**src/rtl/mac_array_pkg.sv**
```systemverilog
// Shared definitions for the 3x3 MAC array controller:
// FSM encoding, pe_en bit layout and default array limits.
package mac_array_pkg;

  localparam int DEF_MAX_W    = 56;
  localparam int DEF_MAX_H    = 56;
  localparam int DEF_MAX_CG   = 2;
  localparam int DEF_MAX_CO   = 64;
  localparam int DEF_PIPE_LAT = 6;
  localparam int DEF_ID_W     = 5;

  localparam logic [1:0] S_IDLE  = 2'd0;
  localparam logic [1:0] S_SETUP = 2'd1;
  localparam logic [1:0] S_CONV  = 2'd2;
  localparam logic [1:0] S_DRAIN = 2'd3;

  localparam int PE_ID_BIT = 9;

  // Tap (kr,kc) of the 3x3 window; (0,0) is the top-left tap.
  function automatic int tap_idx(
    input int kr,
    input int kc
  );
    return 8 - 3 * kr - kc;
  endfunction

endpackage

```
**src/rtl/mac_vld_pipe.sv**
```systemverilog
// Enable-gated shift register that keeps the valid/info
// stream aligned with the MAC array latency.
module mac_vld_pipe #(
  parameter int WIDTH = 1,
  parameter int DEPTH = 1
) (
  input  logic             clk,
  input  logic             rst_n,
  input  logic             en,
  input  logic [WIDTH-1:0] d,
  output logic [WIDTH-1:0] q
);

  logic [WIDTH-1:0] stage [DEPTH];

  always_ff @(posedge clk or negedge rst_n) begin
    if (!rst_n) begin
      for (int i = 0; i < DEPTH; i++) begin
        stage[i] <= '0;
      end
    end else if (en) begin
      stage[0] <= d;
      for (int i = 1; i < DEPTH; i++) begin
        stage[i] <= stage[i-1];
      end
    end
  end

  assign q = stage[DEPTH-1];

endmodule

```
**src/rtl/mac_array_ctrl.sv**
```systemverilog
// Job controller for the 3x3 MAC array: imap read sequencing,
// compute position walk, border tap masks and psum output stream.
module mac_array_ctrl
  import mac_array_pkg::*;
#(
  parameter int MAX_W    = DEF_MAX_W,
  parameter int MAX_H    = DEF_MAX_H,
  parameter int MAX_CG   = DEF_MAX_CG,
  parameter int MAX_CO   = DEF_MAX_CO,
  parameter int PIPE_LAT = DEF_PIPE_LAT,
  parameter int ID_W     = DEF_ID_W,
  localparam int WD    = $clog2(MAX_W + 1),
  localparam int HD    = $clog2(MAX_H + 1),
  localparam int PIX_W = $clog2(MAX_W * MAX_H),
  localparam int CG_W  = (MAX_CG > 2) ? $clog2(MAX_CG) : 1,
  localparam int CO_W  = $clog2(MAX_CO)
) (
  input  logic                      clk,
  input  logic                      rst_n,
  input  logic                      conv_start,
  input  logic [WD-1:0]             cfg_w,
  input  logic [HD-1:0]             cfg_h,
  input  logic [CG_W:0]             cfg_cg,
  input  logic [CO_W:0]             cfg_co,
  input  logic                      mac_array2psum_acc_rdy,
  output logic                      busy,
  output logic                      cfg_err,
  output logic                      conv_done,
  output logic                      pipe_en,
  output logic [9:0]                pe_en,
  output logic [CG_W:0]             weight_sel,
  output logic                      imap_ren,
  output logic [CG_W+PIX_W-1:0]     imap_raddr,
  output logic                      mac_array2psum_acc_vld,
  output logic [CO_W+CG_W+PIX_W-1:0] mac_array2psum_acc_info,
  output logic [ID_W-1:0]           identity_sel,
  output logic [CO_W-1:0]           out_ch_cnt,
  output logic [CG_W-1:0]           in_grp_cnt
);

  localparam int CGN    = CG_W + 1;
  localparam int CON    = CO_W + 1;
  localparam int INFO_W = CO_W + CG_W + PIX_W;
  localparam int TOT_W  = $clog2(MAX_W * MAX_H * MAX_CG * MAX_CO + 1);

  localparam logic [WD-1:0]  W_LO  = WD'(3);
  localparam logic [WD-1:0]  W_HI  = WD'(MAX_W);
  localparam logic [HD-1:0]  H_LO  = HD'(3);
  localparam logic [HD-1:0]  H_HI  = HD'(MAX_H);
  localparam logic [CGN-1:0] CG_HI = CGN'(MAX_CG);
  localparam logic [CON-1:0] CO_HI = CON'(MAX_CO);

  logic [1:0]       state;
  logic [WD-1:0]    w_q;
  logic [HD-1:0]    h_q;
  logic [CG_W:0]    cg_q;
  logic [CO_W:0]    co_q;
  logic [PIX_W:0]   plane_q;
  logic [TOT_W-1:0] total_q;
  logic [WD:0]      setup_cnt;
  logic [TOT_W-1:0] rd_cnt;
  logic [TOT_W-1:0] hs_cnt;
  logic [CG_W-1:0]  rd_grp;
  logic [PIX_W-1:0] rd_pix;
  logic [WD-1:0]    col;
  logic [HD-1:0]    row;
  logic [PIX_W-1:0] pix;
  logic [CG_W-1:0]  grp;
  logic [CO_W-1:0]  oc;
  logic             done_q;
  logic             err_q;

  logic cfg_ok;
  logic start_ok;
  logic in_conv;
  logic in_rd;
  logic hs;
  logic col_last;
  logic row_last;
  logic grp_last;
  logic oc_last;
  logic plane_end;
  logic rd_pix_last;
  logic rd_grp_last;
  logic setup_last;
  logic hs_last;

  assign cfg_ok = (cfg_w >= W_LO) && (cfg_w <= W_HI)
               && (cfg_h >= H_LO) && (cfg_h <= H_HI)
               && (cfg_cg != '0) && (cfg_cg <= CG_HI)
               && (cfg_co != '0) && (cfg_co <= CO_HI);

  assign start_ok = (state == S_IDLE) && conv_start && cfg_ok;
  assign busy     = (state != S_IDLE);
  assign pipe_en  = busy && mac_array2psum_acc_rdy;
  assign in_conv  = (state == S_CONV);
  assign in_rd    = (state == S_SETUP) || in_conv;
  assign hs       = mac_array2psum_acc_vld && pipe_en;

  assign col_last    = (col == w_q - 1'b1);
  assign row_last    = (row == h_q - 1'b1);
  assign grp_last    = ({1'b0, grp} == cg_q - 1'b1);
  assign oc_last     = ({1'b0, oc} == co_q - 1'b1);
  assign plane_end   = col_last && row_last;
  assign rd_pix_last = ({1'b0, rd_pix} == plane_q - 1'b1);
  assign rd_grp_last = ({1'b0, rd_grp} == cg_q - 1'b1);
  assign setup_last  = (setup_cnt == {1'b0, w_q} + 1'b1);
  assign hs_last     = (hs_cnt == total_q - 1'b1);

  assign imap_ren = pipe_en && in_rd && (rd_cnt < total_q);

  always_ff @(posedge clk or negedge rst_n) begin
    if (!rst_n) begin
      state     <= S_IDLE;
      w_q       <= '0;
      h_q       <= '0;
      cg_q      <= '0;
      co_q      <= '0;
      plane_q   <= '0;
      total_q   <= '0;
      setup_cnt <= '0;
      hs_cnt    <= '0;
      done_q    <= 1'b0;
      err_q     <= 1'b0;
    end else begin
      done_q <= 1'b0;
      err_q  <= 1'b0;
      unique case (state)
        S_IDLE: begin
          if (conv_start && cfg_ok) begin
            w_q       <= cfg_w;
            h_q       <= cfg_h;
            cg_q      <= cfg_cg;
            co_q      <= cfg_co;
            plane_q   <= (PIX_W+1)'(cfg_w) * (PIX_W+1)'(cfg_h);
            total_q   <= TOT_W'(cfg_w) * TOT_W'(cfg_h)
                       * TOT_W'(cfg_cg) * TOT_W'(cfg_co);
            setup_cnt <= '0;
            hs_cnt    <= '0;
            state     <= S_SETUP;
          end else if (conv_start) begin
            err_q <= 1'b1;
          end
        end
        S_SETUP: begin
          if (pipe_en) begin
            setup_cnt <= setup_cnt + 1'b1;
            if (setup_last) state <= S_CONV;
          end
        end
        S_CONV: begin
          if (pipe_en && plane_end && grp_last && oc_last)
            state <= S_DRAIN;
        end
        S_DRAIN: begin
          if (hs && hs_last) begin
            state  <= S_IDLE;
            done_q <= 1'b1;
          end
        end
        default: state <= S_IDLE;
      endcase
      // Beats also land during CONV once the pipe has filled.
      if (hs) hs_cnt <= hs_cnt + 1'b1;
    end
  end

  always_ff @(posedge clk or negedge rst_n) begin
    if (!rst_n) begin
      rd_cnt <= '0;
      rd_pix <= '0;
      rd_grp <= '0;
    end else if (start_ok) begin
      rd_cnt <= '0;
      rd_pix <= '0;
      rd_grp <= '0;
    end else if (imap_ren) begin
      rd_cnt <= rd_cnt + 1'b1;
      if (rd_pix_last) begin
        rd_pix <= '0;
        rd_grp <= rd_grp_last ? '0 : rd_grp + 1'b1;
      end else begin
        rd_pix <= rd_pix + 1'b1;
      end
    end
  end

  always_ff @(posedge clk or negedge rst_n) begin
    if (!rst_n) begin
      col <= '0;
      row <= '0;
      pix <= '0;
      grp <= '0;
      oc  <= '0;
    end else if (start_ok) begin
      col <= '0;
      row <= '0;
      pix <= '0;
      grp <= '0;
      oc  <= '0;
    end else if (pipe_en && in_conv) begin
      col <= col_last ? '0 : col + 1'b1;
      pix <= plane_end ? '0 : pix + 1'b1;
      if (col_last) row <= row_last ? '0 : row + 1'b1;
      if (plane_end) begin
        if (grp_last) begin
          grp <= '0;
          oc  <= oc_last ? '0 : oc + 1'b1;
        end else begin
          grp <= grp + 1'b1;
        end
      end
    end
  end

  always_comb begin
    pe_en = '0;
    if (in_conv) begin
      pe_en[PE_ID_BIT] = 1'b1;
      for (int kr = 0; kr < 3; kr++) begin
        for (int kc = 0; kc < 3; kc++) begin
          pe_en[4'(tap_idx(kr, kc))] =
            !((kr == 0 && row == '0) || (kr == 2 && row_last)
           || (kc == 0 && col == '0) || (kc == 2 && col_last));
        end
      end
    end
  end

  mac_vld_pipe #(
    .WIDTH (1 + INFO_W),
    .DEPTH (PIPE_LAT)
  ) u_vld_pipe (
    .clk   (clk),
    .rst_n (rst_n),
    .en    (pipe_en),
    .d     ({in_conv, oc, grp, pix}),
    .q     ({mac_array2psum_acc_vld, mac_array2psum_acc_info})
  );

  assign conv_done    = done_q;
  assign cfg_err      = err_q;
  assign weight_sel   = {oc[0], grp};
  assign imap_raddr   = {rd_grp, rd_pix};
  assign identity_sel = oc[ID_W-1:0];
  assign out_ch_cnt   = oc;
  assign in_grp_cnt   = grp;

endmodule

```
**config.mk**
```make
export PLATFORM = sky130hd
export DESIGN_NAME = mac_array_ctrl
export DESIGN_NICKNAME = d
export VERILOG_FILES = /design/src/rtl/mac_array_pkg.sv /design/src/rtl/mac_vld_pipe.sv /design/src/rtl/mac_array_ctrl.sv
export SDC_FILE = /design/constraint.sdc
export NUM_CORES = 1
export LEC_CHECK = 0
export BUFFER_PORTS_ARGS = -buffer_cell sky130_fd_sc_hd__buf_2
export CAP_MARGIN = 20
export CORE_ASPECT_RATIO = 1.2
export CORE_MARGIN = 5
export CORE_UTILIZATION = 25
export CTS_CLUSTER_DIAMETER = 60
export DETAILED_ROUTE_END_ITERATION = 12
export PLACE_DENSITY = 0.46
export SLEW_MARGIN = 0
export SYNTH_ARGS = -nofsm -noshare
export SYNTH_HDL_FRONTEND = slang
export SYNTH_SLANG_ARGS = --single-unit
```
**constraint.sdc**
```tcl
create_clock -name clk -period 3 [get_ports clk]
set_input_delay 0.6 -clock clk [delete_from_list [all_inputs] [get_ports clk]]
set_output_delay 0.6 -clock clk [all_outputs]
set_load 0.1 [all_outputs]
```
==> out/results.txt <==
status = finished with violations
violated checks = negative setup slack
die area = 77600 sq um
Tot GR Track Use = 0.125
I/O Buffers = 85
Worst path max stage delay = 490 ps
Syn Std Cell Area = 18000 sq um
Fill cells = 7421
crit path time final = 7460 ps
global-route wire length before repair = 81.2 mm
vias = 15100
Worst-Skew Late Latency = 580 ps
row count = 107
final worst slack = -4460 ps
clock transition at the registers of the reported paths = 60 ps
Yosys top cell area share = 0.368
Core ar. = 71200 sq um
Layout Skew = 18.4 ps
number of synthesis warnings = 0
Mapped Cells = 2110
io pins = 87
relative slew slack = 0.511
fin crit share = 2.49
Async S/R FF share, synth = 1.00
number of distinct library cells after synthesis = 77
number of max-cap violations = 0
CTS buffer count = 31
kind of end point of the critical path = flop
pre-CTS setup slack = -5290 ps
global route overflow = 0
CTS tree = yes
Min-Delay Path Class = in -> reg
Synth area leaders = dfrtp_1 37%, nand2_1 12%, fa_1 8.4%
worst setup path startpoint = cfg_w[3]
Setup TNS Final = -60280 ps
CP arrival = 7920 ps
Setup-failing EPs final = 27
Mapped Avg Cell Area = 8.54 sq um
DRC = 0
Post-synth EDFFs = 0
synthesis-stage register bit count = 265
Max clock buf depth = 3
initial antenna violation count = 2
Worst Path Required = 3460 ps
Clock Sinks = 265
Worst Setup Path Type = in -> reg
vias per inst = 4.50
hold_sp = conv_start
Peak Freq = 0.134 GHz
Synth Flop Type = dfrtp_1
GPL Wtd Cong = 0.820
Initial Util = 0.253
worst slew pin tran = 734 ps
most frequent cell on the critical path = fa_1
sequential share of the synthesized area = 0.368
hold_ws = 329 ps
Reg2Reg Launch Point = total_q[9]
pins over their slew limit = 0
Worst Setup Start Kind = primary input
vias in the first global route = 15400
Die W = 255 um
area grow syn2layout = 34.4%
Synth Net Count = 2312
Post-DRT Antenna Nets = 0
CTS Root Cell = clkbuf_16
DR WL/cell = 14.9 um
Vert. Die Dim = 304 um
Yosys top cell by area = dfrtp_1
# nets final = 2603
RSZ-0062 raised after global routing = true
DRT iter0 DRCs = 787
Detailed Place HPWL = 36.5 mm
Pre-Repair DR Iteration Count = 7
Hold Violations, Final = 0
proportion of layout cells with a drive suffix above 1 = 0.272
slowest CP cell = fa_1
Util after Layout = 0.340
detailed-route wire length = 49.8 mm
H-tree depth = 1
largest net degree at the start of global routing = 75
critical path peak fanout = 6
## path summary, 6_finish.rpt
kind	to	slack, ps	cells after the start
min in group asynchronous	rd_pix[9]	570	2
max in group asynchronous	hs_cnt[5]	1620	3
worst max-delay path	total_q[18]	-4460	34
worst min-delay path	cfg_err	330	3
worst min register to register	u_vld_pipe.stage[24]	450	2
worst max register to register	state[1]	-140	9
## metrics by stage
| stage | area [sq um] | cells |
|---|---|---|
| 2_1_floorplan | 18600 | 2110 |
| 3_3_place_gp | 21400 | 3229 |
| 3_5_place_dp | 21400 | 3229 |
| 4_1_cts | 23500 | 3334 |
| 5_1_grt | 24200 | 3352 |
| 6_report | 24200 | 3353 |
## cell usage in the layout (no fill, tap or decap), types with 10 or more instances in the layout
cell | synthesis | final
fa_1 | 76 | 74
nand2b_1 | 13 | 12
and2_4 | 0 | 25
nand2_2 | 0 | 12
and2_1 | 114 | 89
nand4_1 | 18 | 18
a21oi_1 | 52 | 34
nor2b_1 | 26 | 18
a21o_1 | 15 | 15
and3_1 | 29 | 26
dfrtp_1 | 265 | 261
nand2_1 | 562 | 545
buf_6 | 1 | 37
o211ai_1 | 10 | 10
ha_1 | 101 | 64
ha_4 | 0 | 36
xnor2_1 | 72 | 57
buf_4 | 30 | 243
xnor2_2 | 0 | 10
inv_1 | 131 | 106
nand3_1 | 62 | 55
nor3_1 | 27 | 17
mux2i_1 | 11 | 11
nor2_1 | 99 | 88
inv_2 | 1 | 24
clkbuf_16 | 0 | 31
buf_12 | 0 | 15
o31ai_1 | 12 | 12
xor2_1 | 57 | 55
buf_2 | 3 | 67
o21ai_1 | 14 | 30
o21ai_0 | 115 | 89
a21oi_2 | 0 | 11
## Yosys cell counts (5+ instances only)
cell,n
o21ai_0,115
nor4_1,7
nor3_1,27
a31oi_1,6
ha_1,101
clkbuf_1,71
a211oi_1,5
nor2_1,99
o21ai_1,14
nor2b_1,26
o31ai_1,12
xor2_1,57
mux2i_1,11
a21oi_1,52
inv_1,131
buf_1,5
nand2b_1,13
a21o_1,15
or3_1,11
xnor2_1,72
o21bai_1,6
and2_1,114
a2111oi_0,5
and3_1,29
nand2_1,562
o21a_1,5
o211ai_1,10
buf_4,30
nand4_1,18
dfrtp_1,265
nand3_1,62
fa_1,76
## worst max-delay path: cells and delay by family
kind                     cells  cell delay, ps
AND/OR/NAND/NOR              4             530
adder cells (fa/ha/maj)     10            3910
XOR/XNOR                     3             400
AO/OA/AOI/OAI               12            2000
buffers and inverters        5             460
## registers in the layout, summed over array words and instances (netlist names), 2 cells and up
signal / flops
total_q: 19
setup_cnt: 7
out_ch_cnt: 6
co_q: 7
rd_cnt: 19
col: 6
cg_q: 2
u_vld_pipe.stage: 100
state: 2
pix: 12
h_q: 6
rd_pix: 12
w_q: 6
u_vld_pipe.q: 20
row: 6
hs_cnt: 19
plane_q: 12
## final cells by class
type                            count  area (sq um)  share of cell area
Antenna cell                        1          2.50            0.000103
Clock buffer                       41           883              0.0365
Clock inverter                     17           244              0.0101
Inverter                          132           502              0.0207
Multi-Input combinational cell   1603         11800               0.488
Sequential cell                   265          6640               0.274
Tap cell                          926          1160              0.0478
Timing Repair Buffer              368          2970               0.123
## timing repair
action | CTS | global route
hold buffers | 1 | 0
resized for setup | 152 | 129
setup endpoints to repair | 40 | 41
endpoints found under the hold margin | 14 | 0
buffers inserted | 49 | 24
pin swaps | 78 | 83
## kinds of logic after synthesis
group	Yosys count	synth area share
DFF	265	0.368
buffers and inverters	242	0.0573
xor gates and xnor gates	129	0.0627
and+or+nand+nor	998	0.253
muxes	13	0.00736
other	1	0.000208
adders and majority gates	177	0.154
AOI/OAI and AO/OA	285	0.0975
## per-layer routing
metal / part of all wire / vias to the layer above / wire length, um / GRT usage
met5: 0 / - / 0 / 0
met4: 0.020 / 0 / 1000 / 0.0306
met3: 0.032 / 67 / 1610 / 0.0144
met2: 0.51 / 212 / 25200 / 0.221
met1: 0.44 / 7324 / 22000 / 0.163
li1: - / 7477 / - / -
Power is not shown: default switching activity piles up to over one toggle a cycle in this logic, so the estimate is an artifact.
